--- config.mk ---
export PLATFORM = sky130hd
export DESIGN_NAME = div_iter
export DESIGN_NICKNAME = d
export VERILOG_FILES = /design/src/rtl/div_iter.sv
export SDC_FILE = /design/constraint.sdc
export NUM_CORES = 1
export LEC_CHECK = 0
export CAP_MARGIN = 0
export CORE_AREA = 4 4 211 131
export DETAILED_ROUTE_END_ITERATION = 10
export DIE_AREA = 0 0 215 135
export GPL_TIMING_DRIVEN = 0
export HOLD_SLACK_MARGIN = 0.1
export SYNTH_ARGS = -nofsm -noshare
export SYNTH_HDL_FRONTEND = slang
export SYNTH_SLANG_ARGS = --single-unit
--- constraint.sdc ---
create_clock -name clk -period 4.4 [get_ports clk]
set_input_delay 0.88 -clock clk [delete_from_list [all_inputs] [get_ports clk]]
set_output_delay 0.88 -clock clk [all_outputs]
set_load 0.03 [all_outputs]
--- src/rtl/div_iter.sv ---
// Iterative restoring divider. It retires BITS_PER_CYCLE quotient bits per cycle and
// applies signed fix-up and divide-by-zero results in a single final cycle.
module div_iter #(
    parameter int XLEN           = 32,
    parameter int BITS_PER_CYCLE = 1
) (
    input  logic            clk,
    input  logic            reset,
    input  logic            req_valid,
    output logic            req_ready,
    input  logic [1:0]      req_op,
    input  logic [XLEN-1:0] req_src1,
    input  logic [XLEN-1:0] req_src2,
    input  logic            kill,
    output logic            rsp_valid,
    input  logic            rsp_ready,
    output logic [XLEN-1:0] rsp_result,
    output logic            rsp_divzero,
    output logic            busy
);
    localparam int N  = XLEN / BITS_PER_CYCLE;
    localparam int CW = $clog2(N) + 1;

    typedef enum logic [1:0] {IDLE, CALC, FIX, DONE} state_t;

    state_t          r_state;
    state_t          w_state_next;
    logic            r_is_rem;
    logic            r_neg_q;
    logic            r_neg_r;
    logic            r_divzero;
    logic [XLEN-1:0] r_num;
    logic [XLEN-1:0] r_div;
    logic [XLEN-1:0] r_rem;
    logic [XLEN-1:0] r_result;
    logic [CW-1:0]   r_cnt;

    logic            w_accept;
    logic            w_signed;
    logic            w_zero_div;
    logic [XLEN-1:0] w_abs1;
    logic [XLEN-1:0] w_abs2;
    logic [XLEN-1:0] w_rem_nxt;
    logic [XLEN-1:0] w_num_nxt;
    logic [XLEN-1:0] w_fix_result;

    assign req_ready   = (r_state == IDLE) && !kill;
    assign rsp_valid   = (r_state == DONE);
    assign busy        = (r_state != IDLE);
    assign rsp_result  = r_result;
    assign rsp_divzero = r_divzero;

    assign w_accept   = req_valid && req_ready;
    assign w_signed   = ~req_op[0];
    assign w_zero_div = (req_src2 == '0);
    // Negating the most negative value wraps to itself, which is exactly 2^(XLEN-1) unsigned.
    assign w_abs1 = (w_signed && req_src1[XLEN-1]) ? -req_src1 : req_src1;
    assign w_abs2 = (w_signed && req_src2[XLEN-1]) ? -req_src2 : req_src2;

    // Unrolled restoring steps; the quotient shifts into r_num as the dividend shifts out.
    always_comb begin
        logic [XLEN:0] w_shift;
        logic [XLEN:0] w_diff;
        w_rem_nxt = r_rem;
        w_num_nxt = r_num;
        w_shift   = '0;
        w_diff    = '0;
        for (int i = 0; i < BITS_PER_CYCLE; i++) begin
            w_shift   = {w_rem_nxt, w_num_nxt[XLEN-1]};
            w_diff    = w_shift - {1'b0, r_div};
            w_rem_nxt = w_diff[XLEN] ? w_shift[XLEN-1:0] : w_diff[XLEN-1:0];
            w_num_nxt = {w_num_nxt[XLEN-2:0], ~w_diff[XLEN]};
        end
    end

    // On divide-by-zero r_num holds the raw dividend, since no CALC cycles run.
    always_comb begin
        w_fix_result = '0;
        if (r_divzero) begin
            w_fix_result = r_is_rem ? r_num : '1;
        end else if (r_is_rem) begin
            w_fix_result = r_neg_r ? -r_rem : r_rem;
        end else begin
            w_fix_result = r_neg_q ? -r_num : r_num;
        end
    end

    always_comb begin
        w_state_next = r_state;
        case (r_state)
            IDLE: if (w_accept) w_state_next = w_zero_div ? FIX : CALC;
            CALC: if (r_cnt == CW'(N - 1)) w_state_next = FIX;
            FIX:  w_state_next = DONE;
            DONE: if (rsp_ready) w_state_next = IDLE;
            default: w_state_next = IDLE;
        endcase
        if (kill) w_state_next = IDLE;
    end

    always_ff @(posedge clk) begin
        if (reset) r_state <= IDLE;
        else       r_state <= w_state_next;
    end

    always_ff @(posedge clk) begin
        if (reset) begin
            r_is_rem  <= 1'b0;
            r_neg_q   <= 1'b0;
            r_neg_r   <= 1'b0;
            r_divzero <= 1'b0;
            r_num     <= '0;
            r_div     <= '0;
            r_rem     <= '0;
            r_result  <= '0;
            r_cnt     <= '0;
        end else begin
            case (r_state)
                IDLE: begin
                    if (w_accept) begin
                        r_is_rem  <= req_op[1];
                        r_neg_q   <= w_signed && (req_src1[XLEN-1] ^ req_src2[XLEN-1]);
                        r_neg_r   <= w_signed && req_src1[XLEN-1];
                        r_divzero <= w_zero_div;
                        r_num     <= w_zero_div ? req_src1 : w_abs1;
                        r_div     <= w_abs2;
                        r_rem     <= '0;
                        r_cnt     <= '0;
                    end
                end
                CALC: begin
                    r_rem <= w_rem_nxt;
                    r_num <= w_num_nxt;
                    r_cnt <= r_cnt + CW'(1);
                end
                FIX: begin
                    r_result <= w_fix_result;
                end
                default: ;
            endcase
        end
    end
endmodule

# After elaboration in Yosys (flattened, before gate mapping)
# Index checks and enable logic that the tools add are counted.
classes:
  add_sub_neg: 6
  eq_ne: 7
  n_mux: 20
  n_bitwise: 3
  reduce_logical: 14
op_table:
  columns: ["cell", "count"]
  rows:
  - ["32-bit 2-to-1 mux", 11]
  - ["32-bit negator", 4]
  - ["32-bit case mux with 2 select lines", 2]
  - ["33-bit by 32-bit subtractor with 33-bit output", 1]
  - ["32-bit logical NOT", 1]
  - ["6-bit case mux with 2 select lines", 1]
  - ["2-bit 2-to-1 mux", 4]
  - ["2-bit case mux with 4 select lines", 1]
  - ["6-bit by 1-bit adder with 6-bit output (second input constant)", 1]
  - ["6-bit by 5-bit equality test with 1-bit output (second input constant)", 1]
  - ["6-bit 2-to-1 mux", 1]
  - ["1-bit logical AND", 5]
  - ["2-bit equality test (second input constant)", 2]
  - ["2-bit != test (second input constant)", 2]
  - ["2-bit AND reduction", 2]
  - ["2-bit nonzero test", 2]
  - ["3-bit AND reduction", 1]
  - ["2-bit by 1-bit equality test with 1-bit output (second input constant)", 1]
  - ["2-bit logical NOT", 1]
  - ["2-bit by 1-bit != test with 1-bit output (second input constant)", 1]
  - ["1-bit inverter", 2]
  - ["2-bit OR reduction", 1]
  - ["1-bit logical NOT", 1]
  - ["1-bit bitwise XOR", 1]
totals:
  regBits: 140
  inputBits: 71
  output_inout_bits: 36
  elab_cells: 60

# Depth between registers and ports, before layout
# Gate-level depths: netlist (run 1).
logic_depth:
  word_depth: 6
  ltp_mapped: 13
  depth_no_buf: 12

# Worst setup path after synthesis (run 1)
# OpenSTA, ideal clock, no wires.
synth_path:
  path_type: "input to register"
  from: "in req_src1[8]"
  to: "reg r_num[30]"
  setup_ps: 134
  arrival_ps: 3190
  required_ps: 4266
  path_slack_ps: 1076
  stages: 9
  n_path_buf: 0
  cell_sequence: "or3_1 nor4_2 nand4_1 or3_1 nand2b_1 or4_1 o41ai_2 xor2_1 o22ai_1"
synth_via:
  elab_chain_cells: 5
synth_rtl:
  columns: ["item", "line", "text"]
  rows:
  - ["start, declared", "12", "input logic [XLEN-1:0] req_src1,"]
  - ["32-bit negator", "57", "assign w_abs1 = (w_signed && req_src1[XLEN-1]) ? -req_src1 : req_src1;"]
  - ["32-bit 2-to-1 mux", "57", null]
  - ["32-bit 2-to-1 mux", "124", "r_num <= w_zero_div ? req_src1 : w_abs1;"]
  - ["32-bit 2-to-1 mux", "119", "if (w_accept) begin"]
  - ["32-bit case mux with 2 select lines", "117", "case (r_state)"]
  - ["end signal, assigned", "124", null]
  - ["end signal, assigned", "132", "r_num <= w_num_nxt;"]
  - ["end, declared", "32", "logic [XLEN-1:0] r_num;"]
# No other way between the ends. The select of a mux whose other input is x is not followed.
# A chain may end at the register's enable or synchronous reset.

# Worst setup path in the final report (run 1)
layout_path:
  from: "in req_src2[18]"
  to: "reg r_num[23]"
layout_via:
  elab_chain_cells: 4
layout_rtl:
  columns: ["item", "line", "text"]
  rows:
  - ["start, declared", "13", "input logic [XLEN-1:0] req_src2,"]
  - ["32-bit logical NOT", "55", "assign w_zero_div = (req_src2 == '0);"]
  - ["32-bit 2-to-1 mux", "124", null]
  - ["32-bit 2-to-1 mux", "119", null]
  - ["32-bit case mux with 2 select lines", "117", null]
# No other way between the ends. The select of a mux whose other input is x is not followed.

==> results.md, run 1 <==
- GPL Wtd Cong: 0.9687
- Clk_skew: 0.007431 ns
- Largest net degree at the start of global routing: 17
- Worst-Skew Late Latency: 0.44 ns
- Via density: 5.955
- Post-Syn Nets: 1,448
- Hold Path Sink: rsp_result[12]
- Io pins: 107
- Startpoint Class: input pin
- Hold/Removal Path Class: flop to flop
- Vias in the first global route: 9,554
- Synth Area per Inst: 7.597 um2
- Leak Pwr: 0.004642 uW
- Top_reg_cell synth: dfxtp_1
- Placed wire-length estimate: 29,470 um
- Core ar.: 25,840 um2
- TritonRoute pass-1 iters: 6
- Top-count cell post-synth: nand2_1
- Worst-Margin Slew: 1.082 ns
- ANT nets after route: 0
- # hold bufs at CTS: 0
- 1st-iter DRT viols: 1,138
- Total grt overflow: 0
- Hold slack: 0.4503 ns
- Layout area overhead: 20.57%
- Reg2reg setup slack: 0.37 ns
- Die H: 135 um
- Initial antenna violation count: 0
- CTS buffer count: 17
- Reg2reg start: r_num[31]
- First-pass GRT wire length: 56,150 um
- Tcrit/Tclk final: 95.28%
- DIE AREA: 29,030 um2
- Synth cell count leaders: 152 x nand2_1, 140 x dfxtp_1, 124 x a21oi_1
- CP required: 4.69 ns
- Final Util: 47.28%
- Worst R2R Path Depth: 13
- Status: complete, no violations
- Element type at the critical path end: flop
- Worst Path Max Fanout: 10
- Nets: 1,572
- Seq/Total Area, Yosys: 27.65%
- Fraction of registers with async set/reset: 0%
- RSZ-0062 raised after global routing: false
- DR vias: 10,770
- Worst Setup Slack post-DPL: -0.07229 ns
- H-Tree Depth: 4
- Reg clk slew, reported paths: 0.06 ns
- Worst slew margin: 27.87%
- Initial Utilization: 39.22%
- Total Routing Usage GR: 24.78%
- Rows: 46
- Max Buffers Root-to-Sink: 2
- Clk sink count: 140
- Worst setup path category: input pin to flop
- Cells after Synth: 1,334
- Post CTS Setup Buffer Count: 0
- Yosys warning count: 0
- R2r endpoint: r_rem[10]
- Synth Register Bits: 140
- Period minus WS final: 4.192 ns
- Post-synthesis cell type count: 74
- Routed wire length: 36,790 um
- Synth top area share: 27.65%
- Placed Cells: 1,775
- Worst Setup SP: req_src2[18]
- Routed len/inst: 20.35 um
- Final worst slack: 0.2078 ns
- Fmax: 0.2385 GHz
- Pwr Density: 309.0 nW/um2
- Die width: 215 um
- Peak supply drop: 0.1952 mV
- Hold Path Origin: rsp_result[12]
- Number of synthesized flops with an enable pin: 0
- Hold path depth: 1
- Max_cap viols: 0
- TritonCTS clock tree: built
- Crit path DAT: 4.48 ns
- Final hold vios: 0
- Final setup violating endpoints: 0
- Area leader, netlist: dfxtp_1
- Fin cells: 1,808
- Final slew viol count: 0
- Port Buf Inserts: 105
- Cts repair resizes: 0
- Post-Syn Area: 10,130 um2
- Area contributors post-synth: dfxtp_1 28%, xor2_1 8.0%, a21oi_1 6.1%
- Clock Root Buffer: clkbuf_16
- DRC Markers: 0
- Share of layout cells above drive strength 1: 4.215%
-- cells in the final DEF (no fill, tap or decap), types with 5 or more instances in the layout --
master / Yosys / routed
nand2_1: 152 / 152
dfxtp_1: 140 / 140
a21oi_1: 124 / 124
nor2_1: 110 / 110
clkdlybuf4s50_1: 0 / 105
o21ai_0: 99 / 99
xor2_1: 93 / 93
clkbuf_1: 71 / 71
inv_1: 50 / 50
xnor2_1: 48 / 48
ha_1: 42 / 42
a211oi_1: 31 / 31
o31ai_1: 28 / 28
nor3_1: 27 / 27
a21o_1: 21 / 21
o22ai_1: 21 / 21
o211ai_1: 18 / 18
and3_1: 18 / 18
clkbuf_16: 0 / 17
o41ai_1: 16 / 16
nand3_1: 15 / 15
mux2i_1: 15 / 15
a22o_1: 14 / 14
nor4_1: 14 / 14
a221oi_1: 14 / 14
nand2b_1: 13 / 13
or3_1: 12 / 12
nand4_1: 11 / 11
or4_1: 11 / 11
a311oi_1: 10 / 10
a32oi_1: 8 / 8
nor2b_1: 7 / 7
o221ai_1: 7 / 7
a31oi_1: 5 / 5
clkinv_2: 0 / 5
-- state kept, by name (all words and copies together) (netlist names) --
signal	cells
r_neg_q	1
r_num	32
rsp_result	32
rsp_divzero	1
r_rem	32
r_is_rem	1
r_div	32
r_state	2
r_neg_r	1
r_cnt	6
-- worst max-delay path: stages --
cell and delay, ns:
clkdlybuf4s50_1 0.51, nor4_1 0.68, nand2b_1 0.20, nor3_2 0.69, a21boi_1 0.47, clkbuf_1 0.40, o41ai_1 0.17, xor2_1 0.19
nand2_1 0.07, o211ai_1 0.12, a21oi_1 0.10
-- worst max-delay path by stage --
stage,endpoint,slack [ns],depth (start not counted)
after CTS,r_rem[10],0.01,13
after floorplan,r_num[30],1.08,9
final,r_num[23],0.21,11
after detailed placement,r_num[23],-0.07,11
after global routing,r_num[22],0.03,11
after global placement,r_num[23],-0.02,11
-- power breakdown --
part,switching [uW],internal (uW)
Combinational,553,333
Sequential,57.5,1320
Clock,593,915
Total,1200,2570
-- area by class of cell --
type | count | area [um2]
Multi-Input combinational cell | 1060 | 6817
Buffer | 82 | 329.1
Tap cell | 336 | 420.4
Sequential cell | 140 | 2803
Fill cell | 2557 | 13620
Clock buffer | 20 | 456.7
Inverter | 52 | 195.2
Clock inverter | 12 | 145.1
Antenna cell | 1 | 2.502
Timing Repair Buffer | 105 | 1051
-- through the flow --
step                      total power [uW]  area (um2)  setup TNS, ns
after global placement                2257       11610       -0.03614
final                                 3775       12220              0
after global routing                  3927       12220              0
after floorplan                       1948       10130              0
after CTS                             3767       12210              0
after detailed placement              2263       11610        -0.1376
-- cell families after synthesis --
| logic type | share of synthesized area [%] |
|---|---|
| buffers and inverters | 5.160 |
| XOR/XNOR | 12.19 |
| AND/OR/NAND/NOR | 19.27 |
| AO/OA/AOI/OAI | 28.75 |
| multiplexers | 1.593 |
| flip-flops | 27.65 |
| adder cells (fa/ha/maj) | 5.383 |
-- layer usage --
metal  wire (um)  track usage [%]  part of all wire, %
met1       18930            40.56                   51
met2       13310            30.89                   36
met3        4221            7.646                   11
met4         230            3.504                 0.63
met5         102            2.500                 0.28
Note: power is estimated with default switching activity, not from simulation.
==> inputs of run 2 (changes only) <==
--- a/config.mk
+++ b/config.mk
@@ -7,6 +7,7 @@
 export LEC_CHECK = 0
 export CAP_MARGIN = 0
 export CORE_AREA = 4 4 211 131
+export CTS_BUF_LIST = sky130_fd_sc_hd__clkbuf_16
 export DETAILED_ROUTE_END_ITERATION = 10
 export DIE_AREA = 0 0 215 135
 export GPL_TIMING_DRIVEN = 0
==> run 2 against run 1 <==
Register-to-register slack hardly changed. Sequential cell count stayed put. Die area stayed put. First-iteration DRC count is 2.5% higher. Sequential power hardly changed. Final area is 0.18% lower.
==> results.md, run 2 (synthesis gave the netlist of run 1 again) <==
- Final slew viol count: 0
- Part of the power in combinational logic: 23.7%
- Initial antenna violation count: 0
- GPL Wtd Cong: 0.9687
- Worst-Skew Late Latency: 0.44 ns
- Sw frac: 32.27%
- Io pins: 107
- Met2 wire length: 13,320 um
- Worst R2R Path Depth: 13
- TritonCTS clock tree: built
- Worst slew margin: 29.26%
- Routed len/inst: 20.34 um
- Reg clk slew, reported paths: 0.07 ns
- Final hold vios: 0
- Die H: 135 um
- Rows: 46
- Reg2reg start: r_num[31]
- Total grt overflow: 0
- Element type at the critical path end: flop
- Total Power: 3743 uW
- Reg power frac: 36.9%
- Reg2reg setup slack: 0.36 ns
- RSZ-0062 raised after global routing: false
- Share of layout cells above drive strength 1: 4.079%
- Most frequent cells in the layout: 152 x nand2_1, 140 x dfxtp_1, 124 x a21oi_1, 110 x nor2_1, 105 x clkdlybuf4s50_1
- Met1 Routed Length: 19,330 um
- Clk_skew: 0.01153 ns
- Fmax: 0.2393 GHz
- Hold/Removal Path Class: flop to flop
- Placed wire-length estimate: 29,470 um
- Period minus WS final: 4.178 ns
- 1st-iter DRT viols: 1,166
- Detail Route met3 WL: 3712 um
- H-Tree Depth: 4
- Fin area: 12,200 um2
- Total Routing Usage GR: 24.72%
- Port Buf Inserts: 105
- Core ar.: 25,840 um2
- Startpoint Class: input pin
- Max_cap viols: 0
- Final setup violating endpoints: 0
- Max Buffers Root-to-Sink: 2
- Worst-Margin Slew: 1.061 ns
- Hold Path Origin: rsp_result[12]
- Max Used Layer: met5
- Routed wire length: 36,760 um
- Tcrit/Tclk final: 94.96%
- Multi-input gate area: 6817 um2
- DIE AREA: 29,030 um2
- Worst Path Max Fanout: 10
- Leak Pwr: 0.004635 uW
- CP required: 4.69 ns
- Largest net degree at the start of global routing: 17
- Nets: 1,572
- DRC Markers: 0
- Initial Utilization: 39.22%
- Vias in the first global route: 9,555
- Commonest non-fill, non-tap cell in the layout: nand2_1
- Int Pwr: 2535 uW
- R2r endpoint: r_rem[2]
- Via density: 5.951
- Fillers: 2,554
- Post CTS Setup Buffer Count: 0
- Layout area overhead: 20.35%
- Antenna Diode Count: 0
- Critical-path cell list: clkdlybuf4s50_1 -> nor4_1 -> nand2b_1 -> nor3_2 -> a21boi_1 -> clkbuf_1 -> o41ai_1 -> xor2_1 -> nand2_1 -> o211ai_1 -> a21oi_1
- CP max-delay cell: nor4_1
- Peak supply drop: 0.2213 mV
- Switching power: 1208 uW
- Pwr Density: 306.9 nW/um2
- Dpl cell area: 11,610 um2
- CTS buffer count: 17
- Hold path depth: 1
- DR vias: 10,750
- Die width: 215 um
- TritonRoute pass-1 iters: 5
- Status: complete, no violations
- Crit path largest cell delay: 0.69 ns
- Hold Path Sink: rsp_result[12]
- ANT nets after route: 0
- First-pass GRT wire length: 56,150 um
- Clk sink count: 140
- Crit path DAT: 4.47 ns
- Clock Root Buffer: clkbuf_16
- Reg area: 2803 um2
- Clock power share: 39.4%
- Worst setup path category: input pin to flop
[run 2: changes by cell type in the layout (fill, tap and decap cells not counted)]
cell      before  now
clkbuf_8       2    0
inv_1         50   51
clkinv_1       1    3
diode_2        1    0
clkbuf_1      71   70
[run 2: worst max-delay path, delay by kind of cell]
kind	cells	cell delay [ns]
simple gates	4	1.63
buf+inv	2	0.91
xor+xnor	1	0.19
compound gates	4	0.85
[run 2: layout make-up]
cell class / instances / share of cell area (%)
inverter: 52 / 1.600
tap: 336 / 3.447
timing repair buffer: 105 / 8.617
clock inverter: 15 / 1.282
sequential: 140 / 22.98
multi-input combinational: 1060 / 55.89
buffer: 82 / 2.698
clock buffer: 17 / 3.488
[run 2: power by group through the flow]
stage,clock network [uW],logic (uW),registers (uW)
CTS,1490,862,1380
finish,1480,885,1380
global placement,0,850,1410
detailed placement,0,855,1410
floorplan,0,548,1400
global route,1540,960,1390
[run 2: worst max path at each step]
stage / cells after the start / slack (ns) / end / from
after floorplan: 9 / 1.08 / r_num[30] / req_src1[8]
after global placement: 11 / -0.02 / r_num[23] / req_src2[18]
after detailed placement: 11 / -0.07 / r_num[23] / req_src2[18]
after CTS: 13 / 0.01 / r_rem[10] / r_num[31]
after global routing: 11 / 0.03 / r_num[22] / req_src2[18]
final: 11 / 0.22 / r_num[23] / req_src2[18]
[run 2: timing repair]
action                     CTS  global route
setup endpoints to repair    0            25
gates resized for setup      0             3
hold buffers                 0             0
[run 2: metal layers]
metal / track usage (%) / vias up
li1: - / 5133
met1: 40.52 / 5137
met2: 31.00 / 453
met3: 7.308 / 28
met4: 3.504 / 2
met5: 2.500 / -
[run 2: per-stage QoR]
step	setup slack, ns	std cells	utilization (%)	hold WS [ns]	setup TNS (ns)
after CTS	0.01382	1807	47.16	0.4549	0
after detailed placement	-0.07229	1775	44.91	0.4398	-0.1376
final	0.2219	1807	47.20	0.4519	0
after global placement	-0.02435	1775	44.91	0.4351	-0.03614
after global routing	0.02760	1807	47.20	0.4728	0
after floorplan	1.076	1334	-	0.4319	0
==> inputs of run 3 (changes only) <==
--- a/config.mk
+++ b/config.mk
@@ -5,7 +5,7 @@
 export SDC_FILE = /design/constraint.sdc
 export NUM_CORES = 1
 export LEC_CHECK = 0
-export CAP_MARGIN = 0
+export CAP_MARGIN = 30
 export CORE_AREA = 4 4 211 131
 export CTS_BUF_LIST = sky130_fd_sc_hd__clkbuf_16
 export DETAILED_ROUTE_END_ITERATION = 10
==> results of run 3 <==
The final DEF is identical to that of run 2; final timing and power are the same.
